$ cat src/rtl/ipm_distributed_fifo_v1_3_audio_pkt.sv
// Single-clock distributed-RAM FIFO for audio sample packets, STANDARD or FWFT read mode.
// Optional registered overflow/underflow pulses are built when FIFO_ERR_FLAG_EN is defined.
module ipm_distributed_fifo_v1_3_audio_pkt #(
   parameter int unsigned ADDR_WIDTH       = 4,
   parameter int unsigned DATA_WIDTH       = 16,
   parameter string       RD_MODE          = "STANDARD",
   parameter int unsigned ALMOST_FULL_NUM  = 2**ADDR_WIDTH - 2,
   parameter int unsigned ALMOST_EMPTY_NUM = 2
) (
   input  logic                  clk,
   input  logic                  rst,
   input  logic                  wr_en,
   input  logic [DATA_WIDTH-1:0] wr_data,
   input  logic                  rd_en,
   output logic [DATA_WIDTH-1:0] rd_data,
   output logic                  full,
   output logic                  empty,
   output logic                  almost_full,
   output logic                  almost_empty,
   output logic [ADDR_WIDTH:0]   wr_water_level,
   output logic                  overflow,
   output logic                  underflow
);

   localparam int unsigned DEPTH = 2**ADDR_WIDTH;
   localparam logic [ADDR_WIDTH:0] DEPTH_CNT = (ADDR_WIDTH+1)'(DEPTH);
   localparam logic [ADDR_WIDTH:0] AF_CNT    = (ADDR_WIDTH+1)'(ALMOST_FULL_NUM);
   localparam logic [ADDR_WIDTH:0] AE_CNT    = (ADDR_WIDTH+1)'(ALMOST_EMPTY_NUM);
   localparam logic [ADDR_WIDTH:0] ONE_CNT   = (ADDR_WIDTH+1)'(1);

   generate
      if (ADDR_WIDTH < 4 || ADDR_WIDTH > 10) begin : g_bad_addr
         $error("ADDR_WIDTH out of range 4..10");
      end
      if (DATA_WIDTH < 1 || DATA_WIDTH > 256) begin : g_bad_data
         $error("DATA_WIDTH out of range 1..256");
      end
      if (ALMOST_FULL_NUM < 1 || ALMOST_FULL_NUM > DEPTH) begin : g_bad_af
         $error("ALMOST_FULL_NUM out of range 1..DEPTH");
      end
      if (ALMOST_EMPTY_NUM > DEPTH - 1) begin : g_bad_ae
         $error("ALMOST_EMPTY_NUM out of range 0..DEPTH-1");
      end
      if (RD_MODE != "STANDARD" && RD_MODE != "FWFT") begin : g_bad_mode
         $error("RD_MODE must be STANDARD or FWFT");
      end
   endgenerate

   logic [DATA_WIDTH-1:0] mem [DEPTH];
   logic [ADDR_WIDTH:0]   wr_ptr;
   logic [ADDR_WIDTH:0]   rd_ptr;
   logic [ADDR_WIDTH:0]   count;
   logic [ADDR_WIDTH:0]   count_nxt;
   logic [ADDR_WIDTH:0]   ptr_gap;
   logic [DATA_WIDTH-1:0] head;
   logic                  wr_acc;
   logic                  rd_acc;

   // Accept decisions look only at the registered count, so a full FIFO refuses a
   // write even when a read frees a slot in the same cycle (and vice versa for empty).
   assign wr_acc = wr_en & ~full;
   assign rd_acc = rd_en & ~empty;

   always_ff @(posedge clk) begin
      if (wr_acc) begin
         mem[wr_ptr[ADDR_WIDTH-1:0]] <= wr_data;
      end
   end

   assign head = mem[rd_ptr[ADDR_WIDTH-1:0]];

   always_comb begin
      count_nxt = count;
      unique case ({wr_acc, rd_acc})
         2'b10:   count_nxt = count + ONE_CNT;
         2'b01:   count_nxt = count - ONE_CNT;
         default: count_nxt = count;
      endcase
   end

   always_ff @(posedge clk or posedge rst) begin
      if (rst) begin
         wr_ptr <= '0;
         rd_ptr <= '0;
         count  <= '0;
      end else begin
         if (wr_acc) begin
            wr_ptr <= wr_ptr + ONE_CNT;
         end
         if (rd_acc) begin
            rd_ptr <= rd_ptr + ONE_CNT;
         end
         count <= count_nxt;
      end
   end

   assign full           = (count == DEPTH_CNT);
   assign empty          = (count == '0);
   assign almost_full    = (count >= AF_CNT);
   assign almost_empty   = (count <= AE_CNT);
   assign wr_water_level = count;

   // The separate count register must always agree with the pointer distance.
   assign ptr_gap = wr_ptr - rd_ptr;

   always_ff @(posedge clk) begin
      if (!rst) begin
         assert (ptr_gap == count);
      end
   end

   generate
      if (RD_MODE == "FWFT") begin : g_fwft
         assign rd_data = head;
      end else begin : g_std
         logic [DATA_WIDTH-1:0] rd_data_q;

         always_ff @(posedge clk or posedge rst) begin
            if (rst) begin
               rd_data_q <= '0;
            end else if (rd_acc) begin
               rd_data_q <= head;
            end
         end

         assign rd_data = rd_data_q;
      end
   endgenerate

`ifdef FIFO_ERR_FLAG_EN
   logic overflow_q;
   logic underflow_q;

   always_ff @(posedge clk or posedge rst) begin
      if (rst) begin
         overflow_q  <= 1'b0;
         underflow_q <= 1'b0;
      end else begin
         overflow_q  <= wr_en & full;
         underflow_q <= rd_en & empty;
      end
   end

   assign overflow  = overflow_q;
   assign underflow = underflow_q;
`else
   assign overflow  = 1'b0;
   assign underflow = 1'b0;
`endif

endmodule

$ cat config.mk
export PLATFORM = sky130hd
export DESIGN_NAME = ipm_distributed_fifo_v1_3_audio_pkt
export DESIGN_NICKNAME = d
export VERILOG_FILES = /design/src/rtl/ipm_distributed_fifo_v1_3_audio_pkt.sv
export SDC_FILE = /design/constraint.sdc
export NUM_CORES = 1
export LEC_CHECK = 0
export ABC_AREA = 1
export CORE_ASPECT_RATIO = 0.6
export CORE_MARGIN = 2
export CORE_UTILIZATION = 55
export DETAILED_ROUTE_END_ITERATION = 6
export GPL_ROUTABILITY_DRIVEN = 1
export PLACE_DENSITY = 0.73
export SLEW_MARGIN = 20
export SYNTH_ARGS = -nofsm -noshare
export SYNTH_HDL_FRONTEND = slang
export SYNTH_SLANG_ARGS = --single-unit
$ cat constraint.sdc
create_clock -name clk -period 5.5 [get_ports clk]
set_input_delay 1.1 -clock clk [delete_from_list [all_inputs] [get_ports clk]]
set_output_delay 1.1 -clock clk [all_outputs]
set_load 0.01 [all_outputs]
==> results of run 1 <==
how the worst max path moves through the flow:
stage	end	slack [ns]	depth (start not counted)
after floorplan	wr_water_level[4]$_DFFE_PP0P_	2.82	11
final	wr_water_level[4]$_DFFE_PP0P_	2.36	11
after global routing	rd_data[10]$_DFFE_PP0P_	2.14	10
after detailed placement	wr_water_level[4]$_DFFE_PP0P_	1.84	11
after CTS	wr_water_level[4]$_DFFE_PP0P_	2.40	11
after global placement	wr_water_level[4]$_DFFE_PP0P_	1.86	11
per-stage QoR:
| step | std cells | util, % | power (µW) | cell area, µm² |
|---|---|---|---|---|
| after CTS | 1538 | 63.1 | 7330 | 13900 |
| after global placement | 1490 | 58.8 | 5310 | 13000 |
| after detailed placement | 1490 | 58.8 | 5350 | 13000 |
| final | 1538 | 63.1 | 7330 | 13900 |
| after floorplan | 1210 | - | 4470 | 12400 |
| after global routing | 1538 | 63.1 | 7700 | 13900 |
power groups by stage:
stage | clock (µW) | combinational, µW | sequential [µW]
finish | 1980 | 2440 | 2910
global route | 2070 | 2690 | 2940
CTS | 1990 | 2430 | 2900
detailed placement | 0 | 2410 | 2940
global placement | 0 | 2370 | 2940
floorplan | 0 | 1620 | 2850
flip-flops by register name, indices dropped and copies added, names as in the netlist:
signal	cells
mem	256
rd_data	16
wr_ptr	4
rd_ptr	4
wr_water_level	5
critical path: stages:
cell	delay, ns
sky130_fd_sc_hd__clkdlybuf4s50_1	0.47
sky130_fd_sc_hd__nand2_2	0.21
sky130_fd_sc_hd__inv_1	0.49
sky130_fd_sc_hd__ha_1	0.43
sky130_fd_sc_hd__ha_1	0.32
sky130_fd_sc_hd__nand2_1	0.10
sky130_fd_sc_hd__nand2_1	0.05
sky130_fd_sc_hd__a21oi_1	0.14
sky130_fd_sc_hd__xor2_1	0.16
sky130_fd_sc_hd__nand2_1	0.06
sky130_fd_sc_hd__o21ai_0	0.07
cells by family (layout without fill, tap and decap cells):
group | after synthesis | in the layout
buffers and inverters | 268 | 310
adders and majority gates | 10 | 10
AOI/OAI and AO/OA | 9 | 9
DFF | 285 | 285
and+or+nand+nor | 627 | 627
xor gates and xnor gates | 9 | 9
other | 1 | 2
layout by cell type, fill, tap and decap left out, drive strengths merged:
cell type        n
nand2          408
edfxtp         256
inv            211
nand3          195
clkdlybuf4s50   44
clkbuf          37
dfrtp           29
nor2            22
ha               9
clkinv           8
xor2             7
buf              7
o21ai            4
bufinv           3
nand4            2
a21oi            2
xnor2            2
conb             2
a21boi           1
o21bai           1
a31oi            1
fa               1
cell usage after synthesis:
| cell type | n |
|---|---|
| sky130_fd_sc_hd__nand2_1 | 407 |
| sky130_fd_sc_hd__edfxtp_1 | 256 |
| sky130_fd_sc_hd__inv_1 | 209 |
| sky130_fd_sc_hd__nand3_1 | 195 |
| sky130_fd_sc_hd__buf_2 | 30 |
| sky130_fd_sc_hd__dfrtp_1 | 29 |
| sky130_fd_sc_hd__nor2_1 | 21 |
| sky130_fd_sc_hd__buf_4 | 13 |
| sky130_fd_sc_hd__clkbuf_1 | 10 |
| sky130_fd_sc_hd__ha_1 | 9 |
| sky130_fd_sc_hd__xor2_1 | 7 |
| sky130_fd_sc_hd__buf_1 | 4 |
| sky130_fd_sc_hd__o21ai_0 | 4 |
| sky130_fd_sc_hd__a21oi_1 | 2 |
| sky130_fd_sc_hd__nand4_1 | 2 |
| sky130_fd_sc_hd__xnor2_1 | 2 |
| sky130_fd_sc_hd__a21boi_0 | 1 |
| sky130_fd_sc_hd__a31oi_1 | 1 |
| sky130_fd_sc_hd__clkinv_1 | 1 |
| sky130_fd_sc_hd__conb_1 | 1 |
| sky130_fd_sc_hd__fa_1 | 1 |
| sky130_fd_sc_hd__inv_2 | 1 |
| sky130_fd_sc_hd__nand2_2 | 1 |
| sky130_fd_sc_hd__nor2_2 | 1 |
| sky130_fd_sc_hd__o21bai_1 | 1 |
cell type report:
class / instances / area [µm²]
repair buffers: 51 / 493
clock inverters: 11 / 130
clock buffers: 37 / 817
inverters: 211 / 795
flip-flops and latches: 285 / 8420
well taps: 286 / 358
fillers: 1717 / 8140
multi-input cells: 657 / 2920
metal layers:
layer	up-vias	wire, µm	global-route usage [%]
li1	3913	-	-
met1	3830	13300	38.0
met2	320	13000	38.6
met3	47	2590	6.83
met4	0	720	7.00
met5	-	0	0
==> impl.org, run 1 <==
** Outcome
- Status :: finished, final reports clean

** Timing
- RSZ-0062 raised after global routing :: no
- Relative slew margins :: 32.4%
- The hold violation total from the final report is 0.
- Summed over all failing endpoints, the final setup total negative slack is 0 ns.
- Between clock sinks in the finished design, the worst skew comes to 0.0134 ns.
- The routed design could run at a clock period as short as 3.14 ns.
- For this run, the top clock speed supported by timing is between 0.3 and 0.4 GHz.
- Share of the cycle needed by the critical path after routing :: 57.1%
- Hold timing on the final database bottoms out at a slack of 0.483 ns.
- Final number of setup-violating endpoints :: 0
- Final max-slew violation count :: 0
- Fin worst setup slack :: 2.36 ns
- For the pin with the worst max-slew slack, the measured transition is 1.01 ns.

** Yosys
- Counting every instance in the synthesized netlist gives 1,209.
- Of the post-synthesis cell area, the part taken by muxes is 0%.
- Post-synthesis xor/xnor area fraction :: 0.637%
- During synthesis, Yosys emitted a total of 0 warnings.
- Synthesis inferred 285 register bits.
- Sorting the synthesized cells by area gives the leading types as sky130_fd_sc_hd__edfxtp_1, sky130_fd_sc_hd__nand2_1, sky130_fd_sc_hd__nand3_1, sky130_fd_sc_hd__inv_1, sky130_fd_sc_hd__dfrtp_1.
- Adder and majority gate portion of the synthesized area :: 1.07%
- Cell type with the largest total area after synthesis :: sky130_fd_sc_hd__edfxtp_1
- Compound-gate portion of the synthesized area :: 0.414%
- After synthesis, the largest family of logic cells by area is simple AND/OR/NAND/NOR gates.
- Area fraction in and, or, nand and nor cells after synthesis :: between 20% and 30%
- Yosys mapped the design onto 25 distinct sky130hd cell types.
- Mean Syn Cell Area :: 10.2 µm²
- Sequential fraction of the synthesis area :: 68.0%
- Post-synthesis instance area :: 12,400 µm²
- Post-synth top area share :: 62.1%

** Min path
- Hold worst-path end :: rd_data[11]$_DFFE_PP0P_
- Min-Delay Path Depth :: 2
- Hold Path Class :: reg -> reg
- In this run the most critical hold path is launched from rd_data[11]$_DFFE_PP0P_.

** CTS
- At the later pin of the worst-skew pair, clock insertion delay measures 0.55 ns.
- Clock transition at the registers of the reported paths :: 0.07 ns
- Number of buffers between clock root and the deepest sink :: 3
- In this run, post-CTS repair resized a total of 0 instances.
- Post-CTS setup-driven buffer insertion count :: 0
- Total of hold buffers inserted after clock tree synthesis :: 0
- H-tree lvl count :: 1
- TritonCTS built the clock tree.
- The tree is rooted in a sky130_fd_sc_hd__clkbuf_16.
- CTS Sinks :: between 200 and 300
- In this run, CTS created clock tree buffers numbering 26.

** Layout
- Fraction of final layout cells with drive strength greater than 1 :: approximately 5.7%
- The area growth from synthesis to layout is 12.5%.
- Final Net Count :: roughly 1,300
- Antenna fix cells :: 0

** Detailed routing
- Once detail routing completed, the nets flagged for antenna violations numbered 0.
- In the routed design, unresolved DRC markers number 0.
- The routed layout has ~8,100 vias.
- Vias per std cell :: 5.27
- Final routed wire length divided by cell count :: 19.2 µm
- TritonRoute pass-1 iters :: 6
- Number of DRC violations after detailed-routing iteration 0 :: 854
- Summed over all layers, the routed wires come to 29.6 mm.

** GRT
- Vias in the first global route :: 7,831
- The first global-routing pass estimated approximately 45 mm of wire.
- Global routing consumed, over all layers together, approximately a quarter of the routing resources.
- Largest net degree at the start of global routing :: 91
- Total congestion overflow :: 0
- Number of antenna violations at the first check in global routing :: 1

** Setup path
- Endpoint type of the worst setup path :: register
- For the worst flop-to-flop path, the logic depth is 10.
- Critical Path Fanout Max :: 21
- Setup slack, reg-to-reg :: roughly 2.4 ns
- Terminus of the critical flop-to-flop path :: rd_data[8]$_DFFE_PP0P_
- The critical path starts at rd_en.
- The critical path in this run is classified as in -> reg.
- Data arrives at the worst endpoint at 3.61 ns.
- STA classifies the critical path startpoint as a primary input.
- The worst register-to-register path begins at rd_ptr[0]$_DFFE_PP0P_.
- Data required time of the critical path :: roughly 6.0 ns

** Power and ir drop
- Portion of total power attributed to combinational logic :: 33.3%
- P per Cell Area :: 526 nW/µm²
- Part of the total power dissipated in sequential elements :: around two fifths
- Worst VDD drop :: 0.000347 V
- For this design the total switching power over the nets is 2730 µW.
- Of the total power, the share spent switching nets is 37.2%.
- Internal power comes to 4600 µW.
- The analysis attributes to cell leakage a power of between 0.006 and 0.007 µW.
- Part of the power in the clock network :: 27.0%

** Placed design
- Detailed placement finished with a half-perimeter wire length of between 15 and 20 mm.
- Quantity of I/O buffers inserted on ports :: 44
- Global placer's final weighted congestion :: 0.857
- Pre-CTS setup slack :: ~1.8 ns

** Floorplan
- The floorplan step defined a die boundary enclosing 23,800 µm².
- The core region is 22,100 µm².
- The floorplan has 42 rows.
- In this run the vertical extent of the chip is ~120 µm.
- Starting Density :: 56.1%
- Width of the die :: about 200 µm
- For this design the top-level I/O count stands at 47.

** Job
- Number of max-cap violations :: 0
No activity file was read; power rests on OpenSTA's default activity.
==> inputs of run 2 (changes only) <==
- PLACE_DENSITY: 0.73 -> 0.76
- clock period: 5.5 -> 2.8 ns (I/O delays scaled with it)
==> run 2 against run 1 <==
Compared with the run above: total power grew 91%; largest power group unchanged; wire length shrank 4.3%; sequential power grew 89%; critical endpoint is now full.
==> impl.org, run 2 (same netlist as run 1, synthesis figures left out) <==
** Outcome
- The run finished with clean final reports.

** Timing
- The total negative setup slack is 0 ns (unchanged).
- The smallest hold slack came to 0.477 ns (-0.00571 ns).
- Maximum clock skew at final layout :: 0.00996 ns (-0.00342 ns)
- Fmax :: 0.395 GHz
- After layout, the worst path uses 90.4% of the clock period.
- Total count of hold-check failures in the final report :: 0 (unchanged)
- The worst-case setup margin in the final layout came to 0.268 ns (-2.09 ns).
- Relative slew margins :: 47.0% (+15 points)
- The total of endpoints with negative setup slack in the final report was 0 (unchanged).
- Post-route minimum period :: 2.53 ns
- Actual transition at the worst max-transition pin :: 0.792 ns (-0.219 ns)
- Setup repair after global routing left no endpoint under its margin.
- The total count of max-transition violations in the final report was 0 (unchanged).

** CTS
- Post-CTS setup-driven buffer insertion count :: 0 (unchanged)
- TritonCTS built the clock tree.
- The total of hold buffers inserted after clock tree synthesis was 0 (unchanged).
- The tree is rooted in a sky130_fd_sc_hd__clkbuf_16.
- H-tree lvl count :: 1 (unchanged)
- The latest clock arrival within the worst-skew pair is 0.53 ns (-0.02 ns).
- The post-CTS resize count was 0 (unchanged).
- CTS Sinks :: 285 (unchanged)
- The clock-pin transition on the worst setup and hold timing paths is 0.07 ns (about the same).
- Number of buffers between clock root and the deepest sink :: 3 (unchanged)
- TritonCTS buffer count :: 25 (-3.8%)

** Setup path
- STA classifies the critical path endpoint as an output pin.
- STA classifies the critical path startpoint as a register.
- The data arrival time at the worst-slack endpoint came to 1.97 ns (-1.64 ns).
- The highest net fanout along the worst path is 7 (-67%).
- Data required time of the critical path :: 2.24 ns (-3.73 ns)
- Start-to-end type of the worst setup path :: reg -> out

** Placed design
- Global placer's final weighted congestion :: 0.893 (+4.1%)
- Quantity of I/O buffers inserted on ports :: 44 (unchanged)
- Total half-perimeter wirelength after legalization and detailed placement :: 18.0 mm (+1.6%)
- The setup slack at placement was 0.189 ns (-1.65 ns).

** Layout
- Number of flip-flops in the largest register :: 256 (unchanged)
- Fraction of final layout cells with drive strength greater than 1 :: 7.42% (+1.8 points)
- The area taken by multi-input logic gates came to 2920 µm² (unchanged).
- The final net count is 1,291 (+2.3%).
- Antenna fix cells :: 0 (unchanged)
- The total of fill cells in the finished design came to 1,707 (-0.58%).
- Total area of sequential cells :: 8420 µm² (unchanged)
- Compared with the post-synthesis result, the final layout area differs by 13.5%.
- In the layout the commonest cells are sky130_fd_sc_hd__nand2_1, sky130_fd_sc_hd__edfxtp_1, sky130_fd_sc_hd__inv_1, sky130_fd_sc_hd__nand3_1, sky130_fd_sc_hd__clkdlybuf4s50_1.
- Leaving out fill and tap cells, the most frequent cell in the layout is sky130_fd_sc_hd__nand2_1.
- The utilization of the core after routing came to 63.7% (+0.54 points).

** Detailed routing
- The number of nets still failing antenna checks after routing is 0 (unchanged).
- The post-detailed-routing wire length was 28.3 mm (-4.3%).
- Residual DRC :: 0 (unchanged)
- Vias per std cell :: 5.36 (+1.7%)
- The wire length per cell is 18.1 µm (-6.0%).
- The total iterations of the first detailed-routing run was 5 (-1).
- Via count :: 8,397 (+3.5%)
- Number of DRC violations after detailed-routing iteration 0 :: 843 (-1.3%)

** Power and ir drop
- The portion of total power attributed to combinational logic is 36.0% (+2.7 points).
- The clock share of power was 24.6% (-2.4 points).
- Switching Share :: 36.8% (-0.43 points)
- Worst VDD drop :: 0.000604 V (+74%)
- Part of the total power dissipated in sequential elements :: 39.4% (-0.3 points)
- The net switching power of the design is 5140 µW (+88%).
- The internal power contribution came to 8830 µW (+92%).
- The power per unit of standard cell area came to 994 nW/µm² (+89%).
- LEAKAGE :: 0.00613 µW (+1.7%)
- Pwr Total :: 14,000 µW (+91%)

** Min path
- Hold Path Class :: in -> async

** Floorplan
- Starting Density :: 56.1% (unchanged)
- Die boundary height :: 120 µm (unchanged)
- Area enclosed by the die boundary :: 23,800 µm² (unchanged)
- The I/O pin count is 47 (unchanged).
- Width of the die :: 198 µm (unchanged)
- The number of standard-cell rows in the floorplan was 42 (unchanged).
- The area of the core was 22,100 µm² (unchanged).

** Job
- The reported max-cap violation count is 0 (unchanged).

** GRT
- The number of antenna violations at the first check in global routing was 2 (+1).
- The aggregate global routing overflow was 0 (unchanged).
- The largest net degree at the start of global routing came to 131 (+44%).
- The number of global-route vias before repair is 7,998 (+2.1%).
- First-pass GRT wire length :: 43.9 mm (-3.3%)
- The aggregate global-route resource usage is 24.6% (-1.3 points).
-- run 2: changes by cell type in the layout (fill, tap and decap cells not counted) --
cell                        delta
sky130_fd_sc_hd__buf_4        +27
sky130_fd_sc_hd__clkbuf_16     -5
sky130_fd_sc_hd__clkbuf_1      +4
sky130_fd_sc_hd__buf_12        +3
sky130_fd_sc_hd__clkbuf_8      -3
sky130_fd_sc_hd__clkinv_2      +3
sky130_fd_sc_hd__inv_4         -1
-- run 2: per-stage QoR --
step	cells	instance area [µm²]
2_1_floorplan	1210	12400
5_1_grt	1566	14000
3_3_place_gp	1520	13200
3_5_place_dp	1520	13200
4_1_cts	1566	14000
6_report	1566	14000
-- run 2: path summary, 6_finish.rpt --
path | slack [ns] | from | cells past startpoint | endpoint
worst max-delay path | 0.27 | wr_water_level[1]$_DFFE_PP0P_ | 4 | full
worst min-delay path | 0.48 | rst | 2 | rd_data[15]$_DFFE_PP0P_
worst max register to register | 0.43 | wr_water_level[1]$_DFFE_PP0P_ | 12 | wr_water_level[4]$_DFFE_PP0P_
worst min register to register | 0.48 | rd_data[2]$_DFFE_PP0P_ | 2 | rd_data[2]$_DFFE_PP0P_
max in group asynchronous | 1.64 | rst | 3 | rd_ptr[1]$_DFFE_PP0P_
min in group clk | 0.48 | rd_data[2]$_DFFE_PP0P_ | 2 | rd_data[2]$_DFFE_PP0P_
-- run 2: critical path: stages, from the launching register on --
cell	delay, ns
sky130_fd_sc_hd__dfrtp_1	0.47
sky130_fd_sc_hd__nor2_1	0.21
sky130_fd_sc_hd__nand3_1	0.15
sky130_fd_sc_hd__inv_1	0.08
sky130_fd_sc_hd__clkdlybuf4s50_1	0.54
-- run 2: power by group through the flow --
stage	Combinational [µW]	Sequential (µW)	Clock, µW
3_5_place_dp	4970	5590	0
3_3_place_gp	4870	5580	0
5_1_grt	5500	5560	3630
6_report	5020	5510	3440
2_1_floorplan	3180	5600	0
4_1_cts	4990	5510	3480
-- run 2: layer usage --
| metal | vias to the layer above | routed length, µm | global-route usage, % |
|---|---|---|---|
| li1 | 3969 | - | - |
| met1 | 4001 | 12300 | 36.3 |
| met2 | 366 | 12700 | 38.1 |
| met3 | 57 | 2520 | 4.10 |
| met4 | 4 | 751 | 6.91 |
| met5 | - | 24 | 0 |
-- run 2: area by class of cell --
cell class | count | area share, %
clock buffers | 33 | 4.74
clock inverters | 13 | 0.998
inverters | 211 | 5.65
multi-input cells | 657 | 20.8
flip-flops and latches | 285 | 59.9
well taps | 286 | 2.55
repair buffers | 81 | 5.38
==> inputs of run 3 (changes only) <==
- CORE_ASPECT_RATIO: 0.6 -> 1.4
- REMOVE_ABC_BUFFERS: default -> 1
==> run 3 against run 2 <==
Compared with the run above: sequential share of layout area fell by 0.25 points; sequential cell count did not move; non-clock buffer count rose by 2; global-route usage fell by 0.72 points; setup slack improved by 0.076 ns.
==> impl.org, run 3 (same netlist as run 1, synthesis figures left out) <==
** Outcome
- Status :: finished, final reports clean

** Detailed routing
- The via count of the routed design was 8,267 (-1.5%).
- The total DRC errors in the routed layout was 0 (unchanged).
- The average via count per standard cell was 5.23 (-2.4%).
- Final routed wire length divided by cell count :: 17.3 µm (-4.0%)
- The post-detailed-routing wire length was 27.4 mm (-3.2%).
- The total iterations of the first detailed-routing run was 5 (unchanged).
- The number of DRC markers in iteration 0 came to 775 (-8.1%).
- Count of antenna-violating nets left after detailed routing :: 0 (unchanged)

** Placed design
- The number of I/O port buffers was 44 (unchanged).
- The number of instances in the placed design was 1,533 (+0.86%).
- Total half-perimeter wirelength after legalization and detailed placement :: 16.5 mm (-8.8%)
- Global placer's final weighted congestion :: 0.830 (-7.0%)

** CTS
- The latest clock arrival within the worst-skew pair was 0.53 ns (about the same).
- Total of hold buffers inserted after clock tree synthesis :: 0 (unchanged)
- The post-CTS repair timing setup buffer count is 0 (unchanged).
- The post-CTS resize count was 0 (unchanged).
- CTS tree :: built
- The number of clock buffers inserted by TritonCTS is 26 (+4.0%).
- The tree is rooted in a sky130_fd_sc_hd__clkbuf_16.
- CTS Sinks :: 285 (unchanged)
- The maximum buffer depth of the clock tree was 3 (unchanged).
- Clock transition at the registers of the reported paths :: 0.07 ns (about the same)
- H-tree lvl count :: 1 (unchanged)

** Timing
- The smallest hold slack is 0.449 ns (-0.0281 ns).
- The final critical-path required period was 2.46 ns (-0.0761 ns).
- Share of the cycle needed by the critical path after routing :: 87.7% (-2.7 points)
- Setup repair after global routing left no endpoint under its margin.
- The maximum achievable frequency is 0.407 GHz (+3.1%).
- The max-slew headroom at the worst pin is 47.8% (+0.78 points).
- The total negative setup slack is 0 ns (unchanged).
- Actual transition at the worst max-transition pin :: 0.781 ns (-0.0116 ns)
- The worst clock skew on the final layout came to 0.0167 ns (+0.00679 ns).
- The total count of max-transition violations in the final report was 0 (unchanged).
- The hold violation total from the final report is 0 (unchanged).
- The total of endpoints with negative setup slack in the final report came to 0 (unchanged).

** Power and ir drop
- The internal power contribution is 8860 µW (+0.34%).
- The net switching power of the design is 4990 µW (-2.9%).
- Part of the power in the clock network :: 24.9% (+0.3 points)
- Part of the total power dissipated in sequential elements :: 39.7% (+0.3 points)
- The power per unit of standard cell area was 982 nW/µm² (-1.3%).
- The maximum vdd drop came to 0.000749 V (+24%).
- The switching share of power came to 36.0% (-0.76 points).
- The portion of total power attributed to combinational logic was 35.3% (-0.7 points).
- The standby leakage power came to 0.00615 µW (+0.29%).

** GRT
- The first-pass GRT wire length was 43.3 mm (-1.4%).
- The aggregate global-route resource usage is 23.8% (-0.72 points).
- The number of antenna violations at the first check in global routing came to 0 (-2).
- The number of global-route vias before repair is 8,322 (+4.1%).
- The largest net degree at the start of global routing came to 131 (unchanged).
- The aggregate global routing overflow came to 0 (unchanged).

** Setup path
- Critical Path Source Type :: register
- Endpoint type of the worst setup path :: output pin
- The kind of cell with the highest combined delay along the critical path is buffers and inverters.
- The number of buffers and inverters on the critical path is 2 (unchanged).
- The highest net fanout along the worst path came to 7 (unchanged).
- The required time at the worst-slack endpoint came to 2.24 ns (about the same).
- The critical path goes through nor2_1 -> nand3_1 -> inv_1 -> clkdlybuf4s50_1.
- Data arrival time of the critical path :: 1.90 ns (-0.07 ns)
- The critical path in this run is classified as reg -> out.
- The longest individual stage delay on the worst path came to 0.53 ns (about the same).
- The slowest stage of the critical path is the sky130_fd_sc_hd__clkdlybuf4s50_1 cell.

** Layout
- Antenna fix cells :: 0 (unchanged)
- The library cell used most frequently in the layout, excluding fill and tap cells, is sky130_fd_sc_hd__nand2_1.
- Leaving out fill and tap cells, the most frequent cells in the layout are sky130_fd_sc_hd__nand2_1, sky130_fd_sc_hd__edfxtp_1, sky130_fd_sc_hd__inv_1, sky130_fd_sc_hd__nand3_1, sky130_fd_sc_hd__clkdlybuf4s50_1.
- Fraction of final layout cells with drive strength greater than 1 :: 7.79% (+0.37 points)
- The non-filler instance count after layout was 1,580 (+0.89%).
- The utilization of the core after routing came to 64.3% (+0.65 points).
- The final net count is 1,294 (+0.23%).
- The flip-flop count of the largest register, all copies and words added is 256 (unchanged).
- Final-layout fill cell count :: 1,663 (-2.6%)
- Synthesis-to-layout area growth :: 14.0%

** Floorplan
- Die boundary height :: 182 µm (+51%)
- The area of the core is 21,900 µm² (-0.59%).
- Number of I/O pins :: 47 (unchanged)
- Width of the die :: 131 µm (-34%)
- The initial core utilization came to 56.4% (+0.33 points).
- The area of the die is 23,700 µm² (about the same).
- Number of standard-cell rows in the floorplan :: 64 (+52%)

** Job
- The reported max-cap violation count is 0 (unchanged).

** Min path
- The path class of the tightest hold or removal check is in -> async.
[run 3: cell type report]
cell class / count / area [µm²] / share of cell area (%)
timing repair buffer: 83 / 771 / 5.46
clock buffer: 31 / 701 / 4.97
sequential: 285 / 8420 / 59.7
inverter: 211 / 793 / 5.62
multi-input combinational: 657 / 2920 / 20.7
tap: 297 / 372 / 2.63
clock inverter: 16 / 136 / 0.967
[run 3: through the flow]
step	total power, µW	setup slack [ns]	area [µm²]
global route	14600	0.246	14100
global placement	10300	0.279	13300
finish	13800	0.344	14100
detailed placement	10400	0.264	13300
floorplan	8560	-1.63	12100
CTS	13900	0.328	14100
[run 3: power by group through the flow]
stage	Clock [µW]	Sequential (µW)	Combinational, µW
2_1_floorplan	0	5930	2630
3_5_place_dp	0	5590	4830
5_1_grt	3640	5550	5450
3_3_place_gp	0	5570	4750
6_report	3450	5500	4890
4_1_cts	3490	5500	4890
[run 3: worst reg2reg max path: cells and delay by family (launching register included)]
| kind | cells | cell delay [ns] |
|---|---|---|
| adder cells (fa/ha/maj) | 2 | 0.68 |
| XOR/XNOR | 1 | 0.16 |
| AND/OR/NAND/NOR | 6 | 0.56 |
| buffers and inverters | 1 | 0.05 |
| AO/OA/AOI/OAI | 2 | 0.21 |
| flip-flops | 1 | 0.48 |
[run 3: worst paths after layout]
path	cells after the start	slack, ns	end	startpoint
hold / removal	3	0.45	rd_data[2]$_DFFE_PP0P_	rst
setup reg to reg	12	0.57	wr_water_level[4]$_DFFE_PP0P_	wr_water_level[1]$_DFFE_PP0P_
max in group asynchronous	3	1.96	rd_ptr[0]$_DFFE_PP0P_	rst
hold reg to reg	2	0.47	rd_data[5]$_DFFE_PP0P_	rd_data[5]$_DFFE_PP0P_
setup / recovery	4	0.34	empty	wr_water_level[1]$_DFFE_PP0P_
min in group clk	2	0.47	rd_data[5]$_DFFE_PP0P_	rd_data[5]$_DFFE_PP0P_
[run 3: per-layer routing]
layer	GRT usage (%)	share of wire, %	up-vias
met3	2.56	5.7	46
met5	0	0	-
met2	41.6	52	285
met1	31.2	40	3959
met4	7.49	2.3	0
li1	-	-	3977
